--- config.mk ---
export PLATFORM = sky130hd
export DESIGN_NAME = conv_mac_unit
export DESIGN_NICKNAME = d
export VERILOG_FILES = /design/src/rtl/conv_mac_unit_pkg.sv /design/src/rtl/conv_mac_unit_sat_relu.sv /design/src/rtl/conv_mac_unit.sv
export SDC_FILE = /design/constraint.sdc
export NUM_CORES = 1
export LEC_CHECK = 0
export ABC_AREA = 1
export BUFFER_PORTS_ARGS = -buffer_cell sky130_fd_sc_hd__buf_2
export CORE_MARGIN = 1
export CORE_UTILIZATION = 48
export DETAILED_ROUTE_END_ITERATION = 10
export GPL_TIMING_DRIVEN = 0
export HOLD_SLACK_MARGIN = 0.02
export PLACE_DENSITY = 0.66
export SLEW_MARGIN = 20
export SYNTH_ARGS = -nofsm -noshare
export SYNTH_HDL_FRONTEND = slang
export SYNTH_HIERARCHICAL = 1
export SYNTH_SLANG_ARGS = --single-unit
--- constraint.sdc ---
create_clock -name clk -period 5.95 [get_ports clk]
set_input_delay 0 -clock clk [delete_from_list [all_inputs] [get_ports clk]]
set_output_delay 0 -clock clk [all_outputs]
set_load 0.02 [all_outputs]
--- src/rtl/conv_mac_unit_pkg.sv ---
// Shared CNN datapath definitions: default widths and the MAC window FSM encoding.
// Imported by the MAC engine and the reusable saturation/ReLU stage.
package conv_mac_unit_pkg;

    localparam int DEF_DATA_W = 8;
    localparam int DEF_ACC_W  = 24;
    localparam int DEF_N_TAPS = 9;
    localparam int DEF_OUT_W  = 16;

    typedef enum logic [1:0] {
        ST_IDLE = 2'd0,
        ST_ACC  = 2'd1,
        ST_DONE = 2'd2
    } mac_state_e;

endpackage

--- src/rtl/conv_mac_unit_sat_relu.sv ---
// Combinational narrowing stage: clamps a wide signed accumulator into OUT_W bits,
// then optionally zeroes negative results (ReLU). Shared with the pooling and FC stages.
module sat_relu
    import conv_mac_unit_pkg::*;
#(
    parameter int ACC_W = DEF_ACC_W,
    parameter int OUT_W = DEF_OUT_W,
    parameter int RELU  = 1
) (
    input  logic signed [ACC_W-1:0] acc_i,
    output logic signed [OUT_W-1:0] res_o
);

    localparam logic signed [ACC_W-1:0] MAX_V = {{(ACC_W-OUT_W+1){1'b0}}, {(OUT_W-1){1'b1}}};
    localparam logic signed [ACC_W-1:0] MIN_V = {{(ACC_W-OUT_W+1){1'b1}}, {(OUT_W-1){1'b0}}};

    function automatic logic signed [OUT_W-1:0] clamp(input logic signed [ACC_W-1:0] a);
        if (a > MAX_V)
            return MAX_V[OUT_W-1:0];
        else if (a < MIN_V)
            return MIN_V[OUT_W-1:0];
        else
            return a[OUT_W-1:0];
    endfunction

    function automatic logic signed [OUT_W-1:0] relu(input logic signed [OUT_W-1:0] x);
        if ((RELU != 0) && (x < 0))
            return '0;
        else
            return x;
    endfunction

    assign res_o = relu(clamp(acc_i));

endmodule

--- src/rtl/conv_mac_unit.sv ---
// MAC engine for one convolution output pixel: accumulates N_TAPS signed pixel*weight
// products onto a bias, then presents the saturated (optionally ReLU'd) result on valid/ready.
module conv_mac_unit
    import conv_mac_unit_pkg::*;
#(
    parameter int DATA_W = DEF_DATA_W,
    parameter int ACC_W  = DEF_ACC_W,
    parameter int N_TAPS = DEF_N_TAPS,
    parameter int OUT_W  = DEF_OUT_W,
    parameter int RELU   = 1
) (
    input  logic                     clk,
    input  logic                     rst,
    input  logic                     flush,
    input  logic                     in_valid,
    output logic                     in_ready,
    input  logic signed [DATA_W-1:0] pixel,
    input  logic signed [DATA_W-1:0] weight,
    input  logic signed [OUT_W-1:0]  bias,
    output logic                     out_valid,
    input  logic                     out_ready,
    output logic signed [OUT_W-1:0]  out_data,
    output logic                     out_ld,
    output logic                     busy
);

    localparam int TAP_W = (N_TAPS > 1) ? $clog2(N_TAPS) : 1;
    localparam logic [TAP_W-1:0] LAST_TAP = TAP_W'(N_TAPS - 1);

    mac_state_e                state_q, state_d;
    logic signed [ACC_W-1:0]   acc_q, acc_d;
    logic [TAP_W-1:0]          tap_q, tap_d;
    logic                      out_valid_q, out_valid_d;
    logic                      in_ready_q, in_ready_d;
    logic signed [OUT_W-1:0]   out_data_q, out_data_d;

    logic signed [2*DATA_W-1:0] prod;
    logic signed [ACC_W-1:0]    prod_ext;
    logic signed [ACC_W-1:0]    bias_ext;
    logic signed [ACC_W-1:0]    acc_sum;
    logic signed [OUT_W-1:0]    sat_res;
    logic                       beat;

    assign beat     = in_valid & in_ready_q;
    assign prod     = pixel * weight;
    assign prod_ext = ACC_W'(prod);
    assign bias_ext = ACC_W'(bias);
    // The first beat of a window seeds the sum with the bias instead of the running total.
    assign acc_sum  = ((state_q == ST_IDLE) ? bias_ext : acc_q) + prod_ext;

    sat_relu #(
        .ACC_W (ACC_W),
        .OUT_W (OUT_W),
        .RELU  (RELU)
    ) u_sat_relu (
        .acc_i (acc_sum),
        .res_o (sat_res)
    );

    always_comb begin
        state_d     = state_q;
        acc_d       = acc_q;
        tap_d       = tap_q;
        out_valid_d = out_valid_q;
        out_data_d  = out_data_q;

        case (state_q)
            ST_IDLE: begin
                if (beat) begin
                    acc_d = acc_sum;
                    if (N_TAPS == 1) begin
                        tap_d       = '0;
                        state_d     = ST_DONE;
                        out_valid_d = 1'b1;
                        out_data_d  = sat_res;
                    end else begin
                        tap_d   = TAP_W'(1);
                        state_d = ST_ACC;
                    end
                end
            end
            ST_ACC: begin
                if (beat) begin
                    acc_d = acc_sum;
                    if (tap_q == LAST_TAP) begin
                        tap_d       = '0;
                        state_d     = ST_DONE;
                        out_valid_d = 1'b1;
                        out_data_d  = sat_res;
                    end else begin
                        tap_d = tap_q + TAP_W'(1);
                    end
                end
            end
            ST_DONE: begin
                if (out_ready) begin
                    state_d     = ST_IDLE;
                    out_valid_d = 1'b0;
                end
            end
            default: begin
                state_d     = ST_IDLE;
                tap_d       = '0;
                out_valid_d = 1'b0;
            end
        endcase

        // Abort wins over any same-cycle beat or handshake; out_data keeps its stale value.
        if (flush) begin
            state_d     = ST_IDLE;
            tap_d       = '0;
            acc_d       = '0;
            out_valid_d = 1'b0;
        end

        in_ready_d = (state_d != ST_DONE);
    end

    always_ff @(posedge clk or negedge rst) begin
        if (!rst) begin
            state_q     <= ST_IDLE;
            acc_q       <= '0;
            tap_q       <= '0;
            out_valid_q <= 1'b0;
            in_ready_q  <= 1'b0;
            out_data_q  <= '0;
        end else begin
            state_q     <= state_d;
            acc_q       <= acc_d;
            tap_q       <= tap_d;
            out_valid_q <= out_valid_d;
            in_ready_q  <= in_ready_d;
            out_data_q  <= out_data_d;
        end
    end

    assign in_ready  = in_ready_q;
    assign out_valid = out_valid_q;
    assign out_data  = out_data_q;
    assign out_ld    = out_valid_q & out_ready & ~flush;
    assign busy      = (tap_q != '0) | out_valid_q;

endmodule

==> impl_metrics.json, run 1 <==
{
  "syn_area_um2": 7140,
  "yosysTopAreaCellShare_pct": 29.2,
  "whs_path_depth": 3,
  "synthCells": 889,
  "ys_top_cells_by_area": "fa_1 29%, dfrtp_1 17%, nand2_1 12%, inv_1 10%, ha_1 9.8%",
  "synth_top_cell_by_area": "fa_1",
  "die_area_um2": 15400,
  "core_um2": 14500,
  "num_antenna_cells": 0,
  "endpoint_kind": "register",
  "clock_skew_ns": 0.00252,
  "cts-root-buf": "clkbuf_16",
  "placed_cell_area_um2": 7570,
  "hold_path_class": "input pin to register",
  "synth.most_common_cell": "nand2_1",
  "antenna_found_initial": 0,
  "drv_cap": 0,
  "r2r_cells": 30,
  "pin_count": 57,
  "required_ns": 6.12,
  "ys_seq_area_share_pct": 16.8,
  "relSlewSlack_pct": 57.9,
  "synth_cell_type_count": 46,
  "first_pass_iters": 4,
  "rows": 44,
  "initial_core_util_pct": 49.1,
  "cts_made_buffers": 5,
  "htree_levels": 2,
  "via_per_inst": 4.84,
  "ant_nets": 0,
  "vias": 5455,
  "drt_iter0_drc": 210,
  "r2r_slack_ns": 0.21,
  "crit_path_top_delay_cell": "fa_2",
  "synth_edf_count": 0,
  "stdcell_count": 1128,
  "rr_endpoint": "out_data[10]",
  "stdcell_area_um2": 8030,
  "worst_pin_slew_ns": 0.629,
  "fin_crit_ns": 5.74,
  "dp_hpwl_mm": 12.9,
  "worstHoldEndpoint": "in_ready",
  "first_global_vias": 5330,
  "ys_top_cells_by_count": "232 x nand2_1, 195 x inv_1, 104 x fa_1",
  "status": "complete, no violations",
  "yosysWarnings": 6,
  "path_class": "register to register",
  "clk_path_buf_depth": 2,
  "die_y_um": 124,
  "min_period_over_period_pct": 96.4,
  "wl_per_cell_um": 13.6,
  "synthFlopType": "dfrtp_1",
  "die_x_um": 124,
  "track_usage_pct": 21.2,
  "place_ws_ns": -0.347,
  "tritoncts": "built",
  "crit_start": "state_q[0]",
  "critPathArrivalTime_ns": 5.91,
  "hp-start": "out_ready",
  "maxSlewViolCount": 0,
  "cpPeakStageDelay_ns": 0.57,
  "startpoint_type": "register",
  "gp_congestion": 0.882,
  "portBuffers": 40,
  "cts_sinks": 48,
  "async_flop_share_pct": 100,
  "max_freq_mhz": 174,
  "layout-drive-gt1-share_pct": 16.5,
  "worst_slack_ns": 0.214,
  "insertion_delay_ns": 0.28,
  "hold_viol": 0,
  "nets": 1141,
  "r2r_start": "state_q[0]",
  "cp_top_family": "adder cells",
  "syn_to_final_growth_pct": 12.4,
  "grt_first_pass_wirelength_mm": 25.3,
  "wl_mm": 15.3,
  "syn_area_per_cell_um2": 8.03,
  "cp_common_cell": "nand2_1",
  "synth_nets": 1086,
  "synth_seq_cells": 48,
  "dpl.cell_count": 1113,
  "drc": 0,
  "cp_num_buf_inv": 7,
  "cp_max_fo": 10,
  "finalSetupViolations": 0,
  "grt_max_degree": 49,
  "clk_pin_slew_worst_paths_ns": 0.06,
  "grt_overflow_total": 0
}
-- sequential cells by signal, summed over array words and instances (netlist names) --
signal,flops
in_ready,1
out_data,16
acc_q,24
tap_q,4
state_q,2
out_valid,1
-- worst max-delay path by stage --
stage                         to  slack [ns]  depth (start not counted)
floorplan           out_data[10]        0.47                         23
global placement    out_data[11]       -0.30                         26
detailed placement  out_data[10]       -0.35                         23
CTS                 out_data[10]        0.02                         29
global route        out_data[10]       -0.05                         28
finish              out_data[10]        0.21                         30
-- stage by stage --
step                utilization (%)  hold slack, ns  TNS, ns
finish                         55.2           0.103        0
global route                   55.2           0.146   -0.366
CTS                            53.4           0.113        0
detailed placement             52.1           0.256    -4.26
global placement               52.1           0.262    -3.62
floorplan                         -          -0.296        0
-- cells by family (layout without fill, tap and decap cells) --
family                     after synthesis  after routing  share of synthesized area (%)
and+or+nand+nor                        352            352                           21.5
other                                    1              1                         0.0525
xor gates and xnor gates                10             10                           1.23
DFF                                     48             48                           16.8
AOI/OAI and AO/OA                       70             70                           5.48
buffers and inverters                  229            284                           12.5
adders and majority gates              160            160                           39.0
muxes                                   19             19                           3.42
-- final cells by class --
| type | instances | area [um^2] |
|---|---|---|
| Fill cell | 1393 | 6510 |
| Timing Repair Buffer | 49 | 283 |
| Clock inverter | 1 | 5.00 |
| Multi-Input combinational cell | 612 | 5260 |
| Clock buffer | 6 | 129 |
| Sequential cell | 48 | 1200 |
| Inverter | 201 | 763 |
| Tap cell | 184 | 230 |
| Buffer | 27 | 153 |
-- worst min-delay path: cells and delay by family --
family / cells / cell delay [ns]
buffers and inverters: 1 / 0.09
AOI/OAI and AO/OA: 1 / 0.18
and+or+nand+nor: 1 / 0.05
-- routing by layer --
layer / wire length (um) / vias to the layer above / track usage, %
met5: 0 / - / 0
li1: - / 2770 / -
met4: 71 / 0 / 2.83
met2: 7510 / 78 / 36.0
met1: 7390 / 2600 / 30.1
met3: 359 / 7 / 2.11
-- cell usage in the layout, fill, tap and decap left out, types with 17 or more instances in the layout --
cell        n
nand2_1   228
ha_1       46
dfrtp_1    46
nor2_1     36
nand3_1    28
clkbuf_1   17
buf_2      40
o21ai_0    25
inv_1     194
fa_1       99
-- timing repair --
item | 4_1_cts | 5_1_grt
endpoints found under the hold margin | 49 | 0
hold buffers | 2 | 0
gates resized for setup | 10 | 63
setup buffers | 2 | 4
pin swaps | 1 | 4
gates cloned | 0 | 1
endpoints found under the setup margin | 15 | 15
Power of run 1 is left out: the tool's default activity adds up to more than one toggle a clock period on the data nets, which glitch-free logic cannot reach.
==> inputs of run 2 (changes only) <==
Settings changed: CELL_PAD_IN_SITES_DETAIL_PLACEMENT set to 0, CELL_PAD_IN_SITES_GLOBAL_PLACEMENT set to 1, CORE_UTILIZATION 48 to 47, PLACE_DENSITY 0.66 to not set, PLACE_DENSITY_LB_ADDON set to 0.1.
==> run 2 against run 1 <==
Against the previous run:
- the run now ends with DRC left
- via count grew 2.2%
- fmax grew 0.93%
- clock skew grew 0.0037 ns
- setup slack gained 0.053 ns
- first-iteration DRC count grew 7.6%
- clock-buffer cell count shrank 1
- critical path depth shrank 6
- register-to-register slack gained 0.05 ns
- routed wire length grew 5.6%
- critical path type unchanged
- critical endpoint is now out_data[5]
- largest cell class unchanged
==> impl_metrics.json, run 2 (same netlist as run 1, synthesis figures left out) <==
{
  "status": "finished with violations",
  "violations": "DRC",
  "final_cell_mix": "226 x nand2_1, 194 x inv_1, 100 x fa_1, 46 x ha_1, 46 x dfrtp_1",
  "fin_hold_ws_ns": 0.110,
  "grt_overflow_total": 0,
  "critPathArrivalTime_ns": 5.86,
  "finalSetupViolations": 0,
  "cpPeakStageDelay_ns": 0.52,
  "portBuffers": 40,
  "clk_pin_slew_worst_paths_ns": 0.07,
  "relSlewSlack_pct": 56.3,
  "vias": 5575,
  "placed_cell_area_um2": 7570,
  "hold_viol": 0,
  "hold_path_class": "input pin to register",
  "cts-root-buf": "clkbuf_16",
  "stdcell_area_um2": 8120,
  "fin_crit_ns": 5.68,
  "drv_cap": 0,
  "grt_max_degree": 49,
  "syn_to_final_growth_pct": 13.8,
  "path_class": "register to register",
  "cts_made_buffers": 5,
  "ant_nets": 0,
  "place_ws_ns": -0.386,
  "die_y_um": 125,
  "startpoint_type": "register",
  "clk_path_buf_depth": 2,
  "stdcell_count": 1135,
  "cp_max_fo": 6,
  "cp_cell_sequence": "nor2_4 > buf_4 > mux2i_4 > fa_1 > fa_1 > inv_1 > fa_1 > fa_1 > ha_1 > ha_1 > nand2_1 > nor2_2 > inv_1 > nor2_1 > nand3_2 > nand3_1 > nand2_1 > and2_1 > nor2_1 > nand2_1 > o21ai_4 > buf_6 > nand2_1 > mux2_2",
  "die_area_um2": 15700,
  "num_antenna_cells": 0,
  "insertion_delay_ns": 0.29,
  "htree_levels": 2,
  "gp_congestion": 0.834,
  "required_ns": 6.13,
  "drt_iter0_drc": 226,
  "first_global_vias": 5819,
  "die_x_um": 125,
  "regMostFlops": "acc_q",
  "min_period_over_period_pct": 95.5,
  "worst_slack_ns": 0.266,
  "track_usage_pct": 22.4,
  "max_freq_mhz": 176,
  "cts_sinks": 48,
  "maxSlewViolCount": 0,
  "grt_first_pass_wirelength_mm": 28.3,
  "antenna_found_initial": 0,
  "rows": 44,
  "endpoint_kind": "register",
  "layout-drive-gt1-share_pct": 17.8,
  "core_um2": 14700,
  "largest_register_ff_count": 24,
  "dpl.cell_count": 1113,
  "fillers": 1410,
  "wl_per_cell_um": 14.3,
  "dp_hpwl_mm": 13.8,
  "nets": 1148,
  "initial_core_util_pct": 48.6,
  "wl_mm": 16.2,
  "final_common_cell": "nand2_1",
  "crit_path_top_delay_cell": "fa_1",
  "first_pass_iters": 8,
  "worst_pin_slew_ns": 0.653,
  "pin_count": 57,
  "clock_skew_ns": 0.00625,
  "drc": 4,
  "via_per_inst": 4.91,
  "tritoncts": "built"
}
==> run 2: changes by cell type in the layout (fill, tap and decap cells not counted), moves of 2 or more <==
cell / before / now
buf_4: 10 / 17
clkbuf_1: 17 / 14
bufinv_16: 0 / 2
clkbuf_2: 1 / 3
nand2_1: 228 / 226
nand2_2: 9 / 11
o21ai_2: 6 / 8
==> run 2: worst max-delay path: cells and delay by family, from the launching register on <==
kind | cells | cell delay, ns
buffers and inverters | 4 | 0.46
DFF | 1 | 0.45
adders and majority gates | 6 | 2.62
and+or+nand+nor | 11 | 1.25
muxes | 2 | 0.54
AOI/OAI and AO/OA | 1 | 0.26
==> run 2: what timing repair did <==
action	4_1_cts	5_1_grt
endpoints found under the hold margin	50	0
resized for setup	13	70
endpoints found under the setup margin	15	15
setup buffers	4	9
hold buffers	2	0
gates cloned	0	1
pin swaps	1	6
==> run 2: routing by layer <==
metal  wire length [um]  vias to the layer above  share of wire (%)  global-route usage, %
met1               7380                     2703                 46                   30.6
met4                192                        0                1.2                   3.59
met2               8230                       74                 51                   39.5
li1                   -                     2784                  -                      -
met5                  0                        -                  0                      0
met3                397                       14                2.5                   2.01
==> run 2: area by class of cell <==
class                           count  area [um^2]  share of cell area (%)
Clock buffer                        5          125                    1.54
Inverter                          201          763                    9.40
Multi-Input combinational cell    612         5250                    64.6
Buffer                             27          159                    1.96
Tap cell                          184          230                    2.83
Sequential cell                    48         1200                    14.8
Clock inverter                      2         60.1                   0.739
Timing Repair Buffer               56          335                    4.13
==> run 2: final timing paths <==
kind | from | depth (start not counted) | slack, ns | to
max in group asynchronous | rst | 2 | 5.22 | state_q[0]
min in group asynchronous | rst | 2 | 0.27 | out_data[15]
worst min-delay path | out_ready | 3 | 0.11 | in_ready
worst min register to register | acc_q[20] | 2 | 0.48 | acc_q[20]
worst max register to register | state_q[0] | 24 | 0.27 | out_data[5]
worst max-delay path | state_q[0] | 24 | 0.27 | out_data[5]
==> run 2: per-stage QoR <==
| stage | setup TNS, ns | util (%) |
|---|---|---|
| 3_3_place_gp | -3.57 | 51.5 |
| 5_1_grt | -0.143 | 55.3 |
| 3_5_place_dp | -5.03 | 51.5 |
| 2_1_floorplan | 0 | - |
| 4_1_cts | 0 | 53.3 |
| 6_report | 0 | 55.3 |
Power of run 2 is left out for the same reason.
